$ cat config.mk
export PLATFORM = sky130hd
export DESIGN_NAME = popcount_matcher
export DESIGN_NICKNAME = d
export VERILOG_FILES = /design/src/rtl/popcount_pkg.sv /design/src/rtl/popcount_slice.sv /design/src/rtl/popcount_matcher.sv
export SDC_FILE = /design/constraint.sdc
export NUM_CORES = 1
export LEC_CHECK = 0
export BUFFER_PORTS_ARGS = -buffer_cell sky130_fd_sc_hd__buf_2
export CORE_MARGIN = 1
export CORE_UTILIZATION = 55
export DETAILED_ROUTE_END_ITERATION = 16
export PLACE_DENSITY_LB_ADDON = 0.3
export SLEW_MARGIN = 15
export SYNTH_ARGS = -nofsm -noshare
export SYNTH_HDL_FRONTEND = slang
export SYNTH_SLANG_ARGS = --single-unit
$ cat constraint.sdc
create_clock -name clk -period 5.6 [get_ports clk]
set_input_delay 0.84 -clock clk [delete_from_list [all_inputs] [get_ports clk]]
set_output_delay 0.84 -clock clk [all_outputs]
set_load 0.005 [all_outputs]
$ cat src/rtl/popcount_pkg.sv
// rtl/popcount_pkg.sv - shared types and compare helper for the popcount matcher
package popcount_pkg;

    typedef enum logic [1:0] {
        MODE_EQ  = 2'b00,
        MODE_GE  = 2'b01,
        MODE_LE  = 2'b10,
        MODE_ODD = 2'b11
    } mode_e;

    typedef enum logic [1:0] {
        IDLE  = 2'b00,
        COUNT = 2'b01,
        DONE  = 2'b10
    } state_e;

    // Operands are zero-extended by the caller, so all compares are unsigned.
    function automatic logic match_f(input logic [31:0] count,
                                     input logic [31:0] target,
                                     input mode_e       mode);
        logic m;
        case (mode)
            MODE_EQ:  m = (count == target);
            MODE_GE:  m = (count >= target);
            MODE_LE:  m = (count <= target);
            default:  m = count[0];
        endcase
        return m;
    endfunction

endpackage

$ cat src/rtl/popcount_slice.sv
// rtl/popcount_slice.sv - combinational ones-count of one CHUNK-bit slice
module popcount_slice #(
    parameter int CHUNK = 4
) (
    input  logic [CHUNK-1:0]           data,
    output logic [$clog2(CHUNK+1)-1:0] cnt
);

    localparam int SW = $clog2(CHUNK + 1);

    always_comb begin
        cnt = '0;
        for (int i = 0; i < CHUNK; i++) begin
            cnt = cnt + SW'(data[i]);
        end
    end

endmodule

$ cat src/rtl/popcount_matcher.sv
// rtl/popcount_matcher.sv - sequential ones-counter with threshold compare and valid/ready flow control
module popcount_matcher
    import popcount_pkg::*;
#(
    parameter int W     = 16,
    parameter int CHUNK = 4
) (
    input  logic                     clk,
    input  logic                     rst_n,
    input  logic                     in_valid,
    output logic                     in_ready,
    input  logic [W-1:0]             in_data,
    input  logic [$clog2(W+1)-1:0]   in_target,
    input  logic [1:0]               in_mode,
    output logic                     out_valid,
    input  logic                     out_ready,
    output logic [$clog2(W+1)-1:0]   out_count,
    output logic                     out_match
);

    localparam int NCH = W / CHUNK;
    localparam int CW  = $clog2(W + 1);
    localparam int IW  = (NCH > 1) ? $clog2(NCH) : 1;
    localparam int SW  = $clog2(CHUNK + 1);

    generate
        if (W < 1 || CHUNK < 1 || (W % CHUNK) != 0) begin : g_bad_params
            $error("popcount_matcher: W must be a positive multiple of CHUNK");
        end
    endgenerate

    state_e          state_q, state_d;
    logic [W-1:0]    data_q;
    logic [CW-1:0]   target_q;
    mode_e           mode_q;
    logic [CW-1:0]   acc_q;
    logic [IW-1:0]   idx_q;

    logic [W-1:0]    shifted;
    logic [CHUNK-1:0] slice;
    logic [SW-1:0]   slice_cnt;
    logic [CW-1:0]   acc_next;
    logic            last_slice;
    logic            accept;

    // Shift rather than indexed part-select keeps the selection legal when NCH == 1.
    assign shifted    = data_q >> (CHUNK * 32'(idx_q));
    assign slice      = shifted[CHUNK-1:0];
    assign acc_next   = acc_q + CW'(slice_cnt);
    assign last_slice = (idx_q == IW'(NCH - 1));
    assign accept     = in_valid && in_ready;

    popcount_slice #(.CHUNK(CHUNK)) u_slice (
        .data (slice),
        .cnt  (slice_cnt)
    );

    always_comb begin
        state_d   = state_q;
        in_ready  = 1'b0;
        out_valid = 1'b0;
        case (state_q)
            IDLE: begin
                in_ready = 1'b1;
                if (in_valid) state_d = COUNT;
            end
            COUNT: begin
                if (last_slice) state_d = DONE;
            end
            DONE: begin
                out_valid = 1'b1;
                if (out_ready) state_d = IDLE;
            end
            default: state_d = IDLE;
        endcase
    end

    always_ff @(posedge clk or negedge rst_n) begin
        if (!rst_n) begin
            state_q   <= IDLE;
            data_q    <= '0;
            target_q  <= '0;
            mode_q    <= MODE_EQ;
            acc_q     <= '0;
            idx_q     <= '0;
            out_count <= '0;
            out_match <= 1'b0;
        end else begin
            state_q <= state_d;
            if (accept) begin
                data_q   <= in_data;
                target_q <= in_target;
                mode_q   <= mode_e'(in_mode);
                acc_q    <= '0;
                idx_q    <= '0;
            end else if (state_q == COUNT) begin
                acc_q <= acc_next;
                idx_q <= idx_q + IW'(1);
                if (last_slice) begin
                    out_count <= acc_next;
                    out_match <= match_f(32'(acc_next), 32'(target_q), mode_q);
                end
            end
        end
    end

endmodule

==> out/results.txt <==
Starting Density: 57.5%
maximum number of pins on one net before global-route repair: 39
instance area after placement: 0.00211 mm^2
number of slew-limit violations in the final report: 0
Die Footprint: 0.00373 mm^2
number of buffers on the longest clock path: 2
vertical die dimension: 61.1 um
via/cell ratio: 5.29
minimum setup slack after placement: 1.39 ns
unrepaired setup endpoints after global routing: false
Peak Freq: 237 MHz
PostCTS Resize Cnt: 0
number of antenna violations at the first check in global routing: 0
Clock Skew: 0.00787 ns
Critical Path RT: 5.88 ns
clock latency reported for the late side of the worst-skew pair: 0.35 ns
post-CTS setup-driven buffer insertion count: 0
number of DRC markers in iteration 0: 41
post-synthesis instance area: 0.00192 mm^2
CTS tree: yes
layout-stage area growth over the synthesis result: 12.5%
crit path max fanout: 7
area of the multi-input gates: 862 um^2
top cell type's share of synthesized area: 49.6%
routed wirelength normalized by instance count: 13.9 um
net count of the mapped netlist: 195
number of nets with antenna violations after routing: 0
Non-Filler Cell Area, Final: 0.00216 mm^2
CTS HTree Levels: 2
type of the most critical hold path: reg -> reg
multiplexer area fraction after synthesis: 19.9%
#FFs+latches synth: 38
combinational family with the most area after synthesis: multiplexers
flip-flop cell with the highest count after synthesis: dfrtp_1
element type at the critical path start: flip-flop
number of maximum-capacitance constraint violations: 0
transition at the pin with the smallest max-transition slack: 0.801 ns
cells taking the most area after synthesis: dfrtp_1 50%, mux2_4 9.4%, ha_1 7.2%, mux2_2 5.3%, mux4_2 4.7%
input/output buffers: 34
share of the cycle needed by the critical path after routing: 75.2%
area share of and/or/nand/nor cells after synthesis: 6.46%
via count: 1,259
global-route wire length before repair: 5440 um
WP data arrival: 4.49 ns
yosys synthesis warning count: 0
largest area contributor in the netlist: dfrtp_1
Post-Synthesis Cells: 155
final period demand of the worst path: 4.21 ns
post-layout net count: 232
slew margin rel.: 46.6%
average footprint of a synthesized cell: 12.4 um^2
site row count: 21
number of enable-type register cells in the synthesized netlist: 0
count of final hold-check violations: 0
DRC violation count after routing: 0
I/O pin count: 35
unique cell type count in the Yosys netlist: 28
Fill cells: 283
Post-Synth XOR/XNOR Area: 1.37%
global-route usage over all layers: 21.0%
clock tree root buffer cell: clkbuf_4
final worst slack: 1.39 ns
overall overflow remaining after global route: 0
number of diodes: 0
final setup fails: 0
aggregate routed wire length: 3310 um
CTS sink count: 38
complex-gate fraction of the synthesized area: 7.96%
total negative setup slack: 0 ns
async set-reset flop share out of synthesis: 100%
share of post-route cells with drive strength above 1: 34.4%
number of buffers created by CTS: 5
flip-flop and latch area: 951 um^2
part of the Yosys area used for sequential elements: 49.6%
class of the most critical setup path: reg -> reg
1st-pass router iterations: 4
cts-stage hold buffer count: 0
number of global-route vias before repair: 1,237
Final Wtd Congestion: 0.826
adder-cell share of the synthesized area: 9.26%
Chip Width: 61.1 um
Detailed Place HPWL: 2520 um
standard cell core area: 0.00334 mm^2
run status: completed
clock-pin slew on the worst setup and hold paths: 0.11 ns
type of element capturing the critical path: flip-flop
placed cells by master (no fill, tap or decap), drive strengths merged, types with 4 or more instances in the layout:
| master | netlist | routed |
|---|---|---|
| mux4 | 4 | 4 |
| dfrtp | 38 | 38 |
| clkbuf | 2 | 7 |
| mux2 | 21 | 21 |
| o21ai | 16 | 16 |
| ha | 11 | 11 |
| inv | 17 | 17 |
| a21oi | 4 | 4 |
| nand2 | 15 | 15 |
| buf | 3 | 35 |
layout make-up:
| class | instances | share of cell area (%) |
|---|---|---|
| Clock buffer | 7 | 2.09 |
| Sequential cell | 38 | 44.1 |
| Timing Repair Buffer | 35 | 8.24 |
| Inverter | 17 | 2.96 |
| Tap cell | 46 | 2.67 |
| Multi-Input combinational cell | 95 | 40.0 |
cell families (layout without fill, tap and decap cells):
| logic type | Yosys count | count (layout) |
|---|---|---|
| DFF | 38 | 38 |
| muxes | 26 | 26 |
| buffers and inverters | 22 | 59 |
| AOI/OAI and AO/OA | 27 | 27 |
| adders and majority gates | 13 | 13 |
| and+or+nand+nor | 26 | 26 |
| xor gates and xnor gates | 3 | 3 |
critical path, cell delays in order (launching register included):
cell     delay [ns]
dfrtp_1        0.54
mux4_2         0.54
ha_1           0.30
inv_1          0.07
fa_1           0.40
inv_1          0.06
ha_1           0.15
inv_1          0.06
fa_1           0.39
nor2b_1        0.11
o21ai_0        0.11
xor2_1         0.24
inv_1          0.07
ha_1           0.32
a21o_1         0.18
or3b_2         0.43
a31oi_1        0.17
sequential cells by signal, summed over array words and instances, names as in the netlist:
register,count
data_q,16
mode_q,2
out_count,5
acc_q,5
out_match,1
target_q,5
idx_q,2
state_q,2
synth_stat cells (all sizes together) (2+ instances only):
master and number:
a21oi 4, xor2 2, inv 17, fa 2
o21ai 16, buf 3, clkbuf 2, mux2 21
a21o 2, mux4 4, a22o 2, ha 11
a31oi 2, nor2b 2, nand2 15, dfrtp 38
nor2 2
metrics by stage:
stage / instances / util [%] / hold WS, ns
floorplan: 155 / - / 0.456
global placement: 231 / 63.3 / 0.457
detailed placement: 231 / 63.3 / 0.466
CTS: 238 / 64.6 / 0.490
global route: 238 / 64.6 / 0.526
finish: 238 / 64.6 / 0.486
routing by layer:
layer,part of all wire (%),GRT usage [%]
met4,2.7,11.7
met2,51,35.9
met3,3.8,4.62
met1,42,24.4
met5,0,0
final timing paths:
| kind | slack, ns | from | cells past startpoint | endpoint |
|---|---|---|---|---|
| max | 1.39 | idx_q[0] | 16 | out_match |
| max in group asynchronous | 4.52 | rst_n | 1 | state_q[0] |
| min reg2reg | 0.49 | out_count[0] | 2 | out_count[0] |
| min | 0.49 | out_count[0] | 2 | out_count[0] |
| max reg2reg | 1.39 | idx_q[0] | 16 | out_match |
| min in group asynchronous | 0.57 | rst_n | 1 | target_q[2] |
Power is left out: the tool's default activity adds up to more than one toggle a clock period on the data nets, which glitch-free logic cannot reach.
